==> src/rtl/instr_fetch_unit_pkg.sv <==
// Shared types for the RV32I fetch stage.
// Fetch buffer entry, NOP encoding and fetch FSM states.
package rv32i_fetch_pkg;

  localparam logic [31:0] NOP_INSTR = 32'h0000_0013;

  typedef struct packed {
    logic [31:0] pc;
    logic [31:0] instr;
  } fetch_entry_t;

  typedef enum logic {
    RUN,
    HALT
  } fetch_state_t;

endpackage

==> src/rtl/instr_fetch_unit_fifo.sv <==
// Small power-of-two circular buffer holding fetched entries.
// Flush wins over push and pop in the same cycle.
module fetch_fifo #(
  parameter int unsigned DEPTH = 2,
  parameter type entry_t = logic [63:0]
) (
  input  logic                     clk,
  input  logic                     rst_n,
  input  logic                     push,
  input  entry_t                   push_data,
  input  logic                     pop,
  input  logic                     flush,
  output entry_t                   head,
  output logic [$clog2(DEPTH):0]   count,
  output logic                     full,
  output logic                     empty
);

  localparam int unsigned AW = $clog2(DEPTH);

  entry_t        mem_q [DEPTH];
  logic [AW-1:0] wr_q, wr_d;
  logic [AW-1:0] rd_q, rd_d;
  logic [AW:0]   cnt_q, cnt_d;
  logic          do_push, do_pop;

  assign full    = cnt_q == (AW+1)'(DEPTH);
  assign empty   = cnt_q == '0;
  assign count   = cnt_q;
  assign head    = mem_q[rd_q];
  assign do_pop  = pop && !empty;
  assign do_push = push && (!full || do_pop);

  always_comb begin
    wr_d  = wr_q + AW'(do_push);
    rd_d  = rd_q + AW'(do_pop);
    cnt_d = cnt_q + (AW+1)'(do_push) - (AW+1)'(do_pop);
    if (flush) begin
      wr_d  = '0;
      rd_d  = '0;
      cnt_d = '0;
    end
  end

  always_ff @(posedge clk or negedge rst_n) begin
    if (!rst_n) begin
      wr_q  <= '0;
      rd_q  <= '0;
      cnt_q <= '0;
      for (int i = 0; i < DEPTH; i++) begin
        mem_q[i] <= '0;
      end
    end else begin
      wr_q  <= wr_d;
      rd_q  <= rd_d;
      cnt_q <= cnt_d;
      if (do_push && !flush) begin
        mem_q[wr_q] <= push_data;
      end
    end
  end

endmodule

==> src/rtl/instr_fetch_unit.sv <==
// Fetch stage: owns the PC, drives the ROM address, buffers
// {pc, instr} for decode, handles redirects and out-of-ROM halts.
module instr_fetch_unit
  import rv32i_fetch_pkg::*;
#(
  parameter logic [31:0] RESET_PC      = 32'h0000_0000,
  parameter int unsigned FIFO_DEPTH    = 2,
  parameter int unsigned ROM_WORD_SIZE = 256
) (
  input  logic        clk,
  input  logic        rst_n,
  output logic [31:0] instr_addr,
  input  logic [31:0] instr_code,
  input  logic        redirect_valid,
  input  logic [31:0] redirect_pc,
  output logic        out_valid,
  input  logic        out_ready,
  output logic [31:0] out_pc,
  output logic [31:0] out_instr,
  output logic        fetch_fault,
  output logic        align_err
);

  localparam logic [32:0] ROM_BYTES = 33'(ROM_WORD_SIZE) * 33'd4;
  localparam int unsigned CW        = $clog2(FIFO_DEPTH) + 1;

  fetch_state_t state_q, state_d;
  logic [31:0]  pc_q, pc_d;
  logic         align_q, align_d;

  logic         in_range;
  logic         pop, push, halt_go;
  logic         full, empty;
  logic [CW-1:0] count;
  fetch_entry_t wr_entry, head;

  assign instr_addr  = pc_q;
  assign fetch_fault = state_q == HALT;
  assign align_err   = align_q;

  assign in_range = {1'b0, pc_q} < ROM_BYTES;
  assign out_valid = count != '0;
  assign pop      = out_valid && out_ready;

  // Mutually exclusive so the decoder below stays unique.
  assign push    = (state_q == RUN) && in_range && !redirect_valid
                 && (!full || pop);
  assign halt_go = (state_q == RUN) && !in_range && !redirect_valid;

  assign wr_entry = '{pc: pc_q, instr: instr_code};

  assign out_pc    = empty ? 32'h0 : head.pc;
  assign out_instr = empty ? NOP_INSTR : head.instr;

  always_comb begin
    state_d = state_q;
    pc_d    = pc_q;
    align_d = redirect_valid && (redirect_pc[1:0] != 2'b00);
    unique case (1'b1)
      redirect_valid: begin
        pc_d    = {redirect_pc[31:2], 2'b00};
        state_d = RUN;
      end
      halt_go: state_d = HALT;
      push:    pc_d    = pc_q + 32'd4;
      default: ;
    endcase
  end

  always_ff @(posedge clk or negedge rst_n) begin
    if (!rst_n) begin
      state_q <= RUN;
      pc_q    <= RESET_PC;
      align_q <= 1'b0;
    end else begin
      state_q <= state_d;
      pc_q    <= pc_d;
      align_q <= align_d;
    end
  end

  fetch_fifo #(
    .DEPTH   (FIFO_DEPTH),
    .entry_t (fetch_entry_t)
  ) u_fifo (
    .clk       (clk),
    .rst_n     (rst_n),
    .push      (push),
    .push_data (wr_entry),
    .pop       (pop),
    .flush     (redirect_valid),
    .head      (head),
    .count     (count),
    .full      (full),
    .empty     (empty)
  );

endmodule

==> config.mk <==
export PLATFORM = sky130hd
export DESIGN_NAME = instr_fetch_unit
export DESIGN_NICKNAME = d
export VERILOG_FILES = /design/src/rtl/instr_fetch_unit_pkg.sv /design/src/rtl/instr_fetch_unit_fifo.sv /design/src/rtl/instr_fetch_unit.sv
export SDC_FILE = /design/constraint.sdc
export NUM_CORES = 1
export LEC_CHECK = 0
export ABC_AREA = 0
export CORE_UTILIZATION = 36
export DETAILED_ROUTE_END_ITERATION = 8
export GPL_ROUTABILITY_DRIVEN = 0
export PLACE_DENSITY = 0.6
export SYNTH_ARGS = -nofsm -noshare
export SYNTH_HDL_FRONTEND = slang
export SYNTH_SLANG_ARGS = --single-unit
==> constraint.sdc <==
create_clock -name clk -period 3.2 [get_ports clk]
set_clock_uncertainty 0.2 [all_clocks]
set_input_delay 0.32 -clock clk [delete_from_list [all_inputs] [get_ports clk]]
set_output_delay 0.32 -clock clk [all_outputs]
set_load 0.01 [all_outputs]
==> results of run 1 <==
-- worst min path at each step --
stage | to | slack (ps) | start | cells after the start
floorplan | align_err$_DFF_PN0_ | -180 | rst_n | 0
global placement | u_fifo.mem_q[16]$_DFFE_PN0P_ | 150 | rst_n | 1
detailed placement | u_fifo.mem_q[16]$_DFFE_PN0P_ | 160 | rst_n | 1
CTS | align_err$_DFF_PN0_ | 270 | redirect_pc[0] | 3
global route | instr_addr[10]$_DFFE_PN0P_ | 280 | redirect_pc[10] | 2
finish | u_fifo.mem_q[16]$_DFFE_PN0P_ | 260 | rst_n | 2
-- state kept, by name, summed over array words and instances, names as in the netlist --
signal,count
u_fifo.wr_q,1
instr_addr,30
u_fifo.rd_q,1
fetch_fault,1
u_fifo.count,2
align_err,1
u_fifo.mem_q,124
-- synthesized netlist by cell type, drive strengths merged --
cell type | number | area [um2]
a22oi | 3 | 22.5
o211ai | 1 | 7.51
a21oi | 2 | 10.0
and2 | 2 | 12.5
a31oi | 4 | 25.0
clkinv | 1 | 3.75
nor2 | 69 | 259
and4 | 3 | 26.3
a221o | 1 | 10.0
xor2 | 1 | 8.76
or4 | 3 | 22.5
nand4 | 4 | 31.3
nor4 | 8 | 111
a2bb2oi | 2 | 17.5
mux2i | 62 | 621
nor3 | 4 | 20.0
nand2 | 6 | 22.5
nand3 | 5 | 30.0
conb | 1 | 3.75
a211o | 1 | 8.76
ha | 3 | 37.5
o31ai | 1 | 7.51
dfrtp | 160 | 4000
o311a | 1 | 10.0
or3 | 4 | 25.0
inv | 5 | 18.8
a41oi | 1 | 8.76
buf | 16 | 103
o21ai | 6 | 30.0
or3b | 1 | 8.76
mux2 | 101 | 1140
clkbuf | 20 | 75.1
xnor2 | 2 | 17.5
nor2b | 48 | 300
-- routing by layer --
metal,vias to the layer above,GRT usage
li1,2222,-
met1,2395,0.207
met2,133,0.279
met3,8,0.0569
met4,0,0.0407
met5,-,0
-- cell type report --
class / count / area share
clock buffer: 20 / 0.0475
inverter: 6 / 0.00234
tap: 260 / 0.0339
multi-input combinational: 353 / 0.299
timing repair buffer: 174 / 0.184
sequential: 160 / 0.417
clock inverter: 12 / 0.0164
-- kinds of logic (layout without fill, tap and decap cells) --
group | count (synthesis) | after routing
buffers and inverters | 42 | 212
muxes | 163 | 163
other | 1 | 4
AOI/OAI and AO/OA | 23 | 23
adders and majority gates | 3 | 3
DFF | 160 | 160
and+or+nand+nor | 157 | 157
xor gates and xnor gates | 3 | 3
-- where the power goes --
part	switching, mW	total, mW	internal [mW]
combinational	0.310	0.617	0.307
clock	0.812	2.08	1.27
sequential	0.0795	2.15	2.07
-- worst reg2reg max path, stage by stage (launching register included) --
cell and delay (ps):
dfrtp_1 420, nor4_2 470, nand3_2 320, nor4_4 270
buf_12 360, mux2_2 400
-- through the flow --
step | setup WS (ps) | utilization
after CTS | 360 | 0.507
final | 413 | 0.507
after floorplan | 873 | -
after detailed placement | 629 | 0.474
after global routing | 276 | 0.507
after global placement | 666 | 0.474
==> impl_metrics.ini, run 1 <==
[global_routing]
grt_max_degree = 67
grt_usage = 0.167
grt_pass1_vias = 5140
grt_pass1_wl_mm = 26.2
antenna_found_initial = 0
globalRouteOverflowTotal = 0

[layout]
postLayoutCellArea_mm2 = 0.00961
fin_cells = 985
layout_commonest_cell = clkdlybuf4s50_1
layout-drive-gt1-share = 0.110
final_cell_mix = clkdlybuf4s50_1, dfrtp_1, mux2_1
area_growth_pct = 36.1
area.sequential_mm2 = 0.00401
multi_input_area_mm2 = 0.00287
antenna_cells = 0
num-nets-final = 783
fill_cells = 1668

[drt]
routed-wl-met2_mm = 7.47
via_count = 4758
dr_wl_met3_mm = 1.05
wl_per_cell_um = 16.2
highest_layer = met4
drcViolationCount = 0
via_per_inst = 4.83
drt-total-wl_mm = 15.9
first_pass_iters = 4
drt-initial-drc-count = 152
drt-met1-wl_mm = 7.28
antenna_left = 0

[synthesis]
synth_compound_area_frac = 0.0223
synthAdderAreaFrac = 0.00532
syn_area_mm2 = 0.00706
synthXorXnorAreaFrac = 0.00372
ys_ff_latch = 160
synth_cell_types = 41
synth.yosys.warnings = 0
synth_top_family_by_area = multiplexers
yosysSeqAreaShare = 0.567
syn_inst = 552
synthMuxAreaShare = 0.249
synth_simple_gate_area_frac = 0.123
avgSynthCellArea_um2 = 12.8

[clocking]
clockRootBuffer = clkbuf_16
cts_tree = built
cts_max_level = 4
cts_resized = 0
clockBufferDepth = 2
path_clk_slew_ps = 70
cts_sinks = 160
ctsHoldBuffers = 1
clock_latency_ps = 410
cts_buffers = 17
cts_setup_buffers = 0

[critical_path]
endpoint_kind = primary output
cp.depth = 4
worstSetupEndpoint = out_instr[1]
critPathSlowestCell = dfrtp_4
crit_fanout = 19
worstSetupPathType = reg2out
cp_slowest_stage_delay_ps = 650
cp.arrival_ps = 2270
startpoint_type = register
r2r_end = u_fifo.mem_q[90]$_DFFE_PN0P_
critPathRequiredTime_ps = 2680
reg2reg_depth = 5
critical_path.startpoint = u_fifo.rd_q$_DFF_PN0_
reg2reg_slack_ps = 660
crit_chain = buf_4, mux2i_1, nand2_1, clkdlybuf4s50_1
path_delay_family = buffers and inverters
r2r-start = instr_addr[16]$_DFFE_PN0P_
critPathBufInv = 2

[sta]
hold_viol_final = 0
finalMaxSlewViolations = 0
finalCriticalPeriod_ps = 2790
max-slew-margin-rel = 0.567
rsz0062_at_grt = false
max_clock_freq_mhz = 359
holdWs_ps = 256
fin_setup_tns_ps = 0
finalSetupViolCount = 0
tightest_slew_ps = 650
finalCritPeriodShare = 0.871

[pwr]
irDropWorstVdd_mv = 0.400
power_density_mw_per_mm2 = 505
power.leakage_nw = 4.20
finalPower_mw = 4.85

[floorplan]
rows = 50
core_area_mm2 = 0.0190
io_pins = 167
initial_core_util = 0.372
die_w_um = 142
die_h_um = 142
die_area_mm2 = 0.0202

[placement]
dp.cells = 952
place_area_mm2 = 0.00898
place_hpwl_mm = 10.6
port_buffers = 162

[run_status]
status = finished, final reports clean

[job]
maxCapViolCount = 0

[hold_path]
hold_path.class = in2async
Power figures use the tool's default switching activity.
==> inputs of run 2 (changes only) <==
--- a/config.mk
+++ b/config.mk
@@ -9,6 +9,7 @@
 export CORE_UTILIZATION = 36
 export DETAILED_ROUTE_END_ITERATION = 8
 export GPL_ROUTABILITY_DRIVEN = 0
+export HOLD_SLACK_MARGIN = 0.08
 export PLACE_DENSITY = 0.6
 export SYNTH_ARGS = -nofsm -noshare
 export SYNTH_HDL_FRONTEND = slang
==> results of run 2 <==
No change in the layout: final DEF, timing and power equal those of run 1.
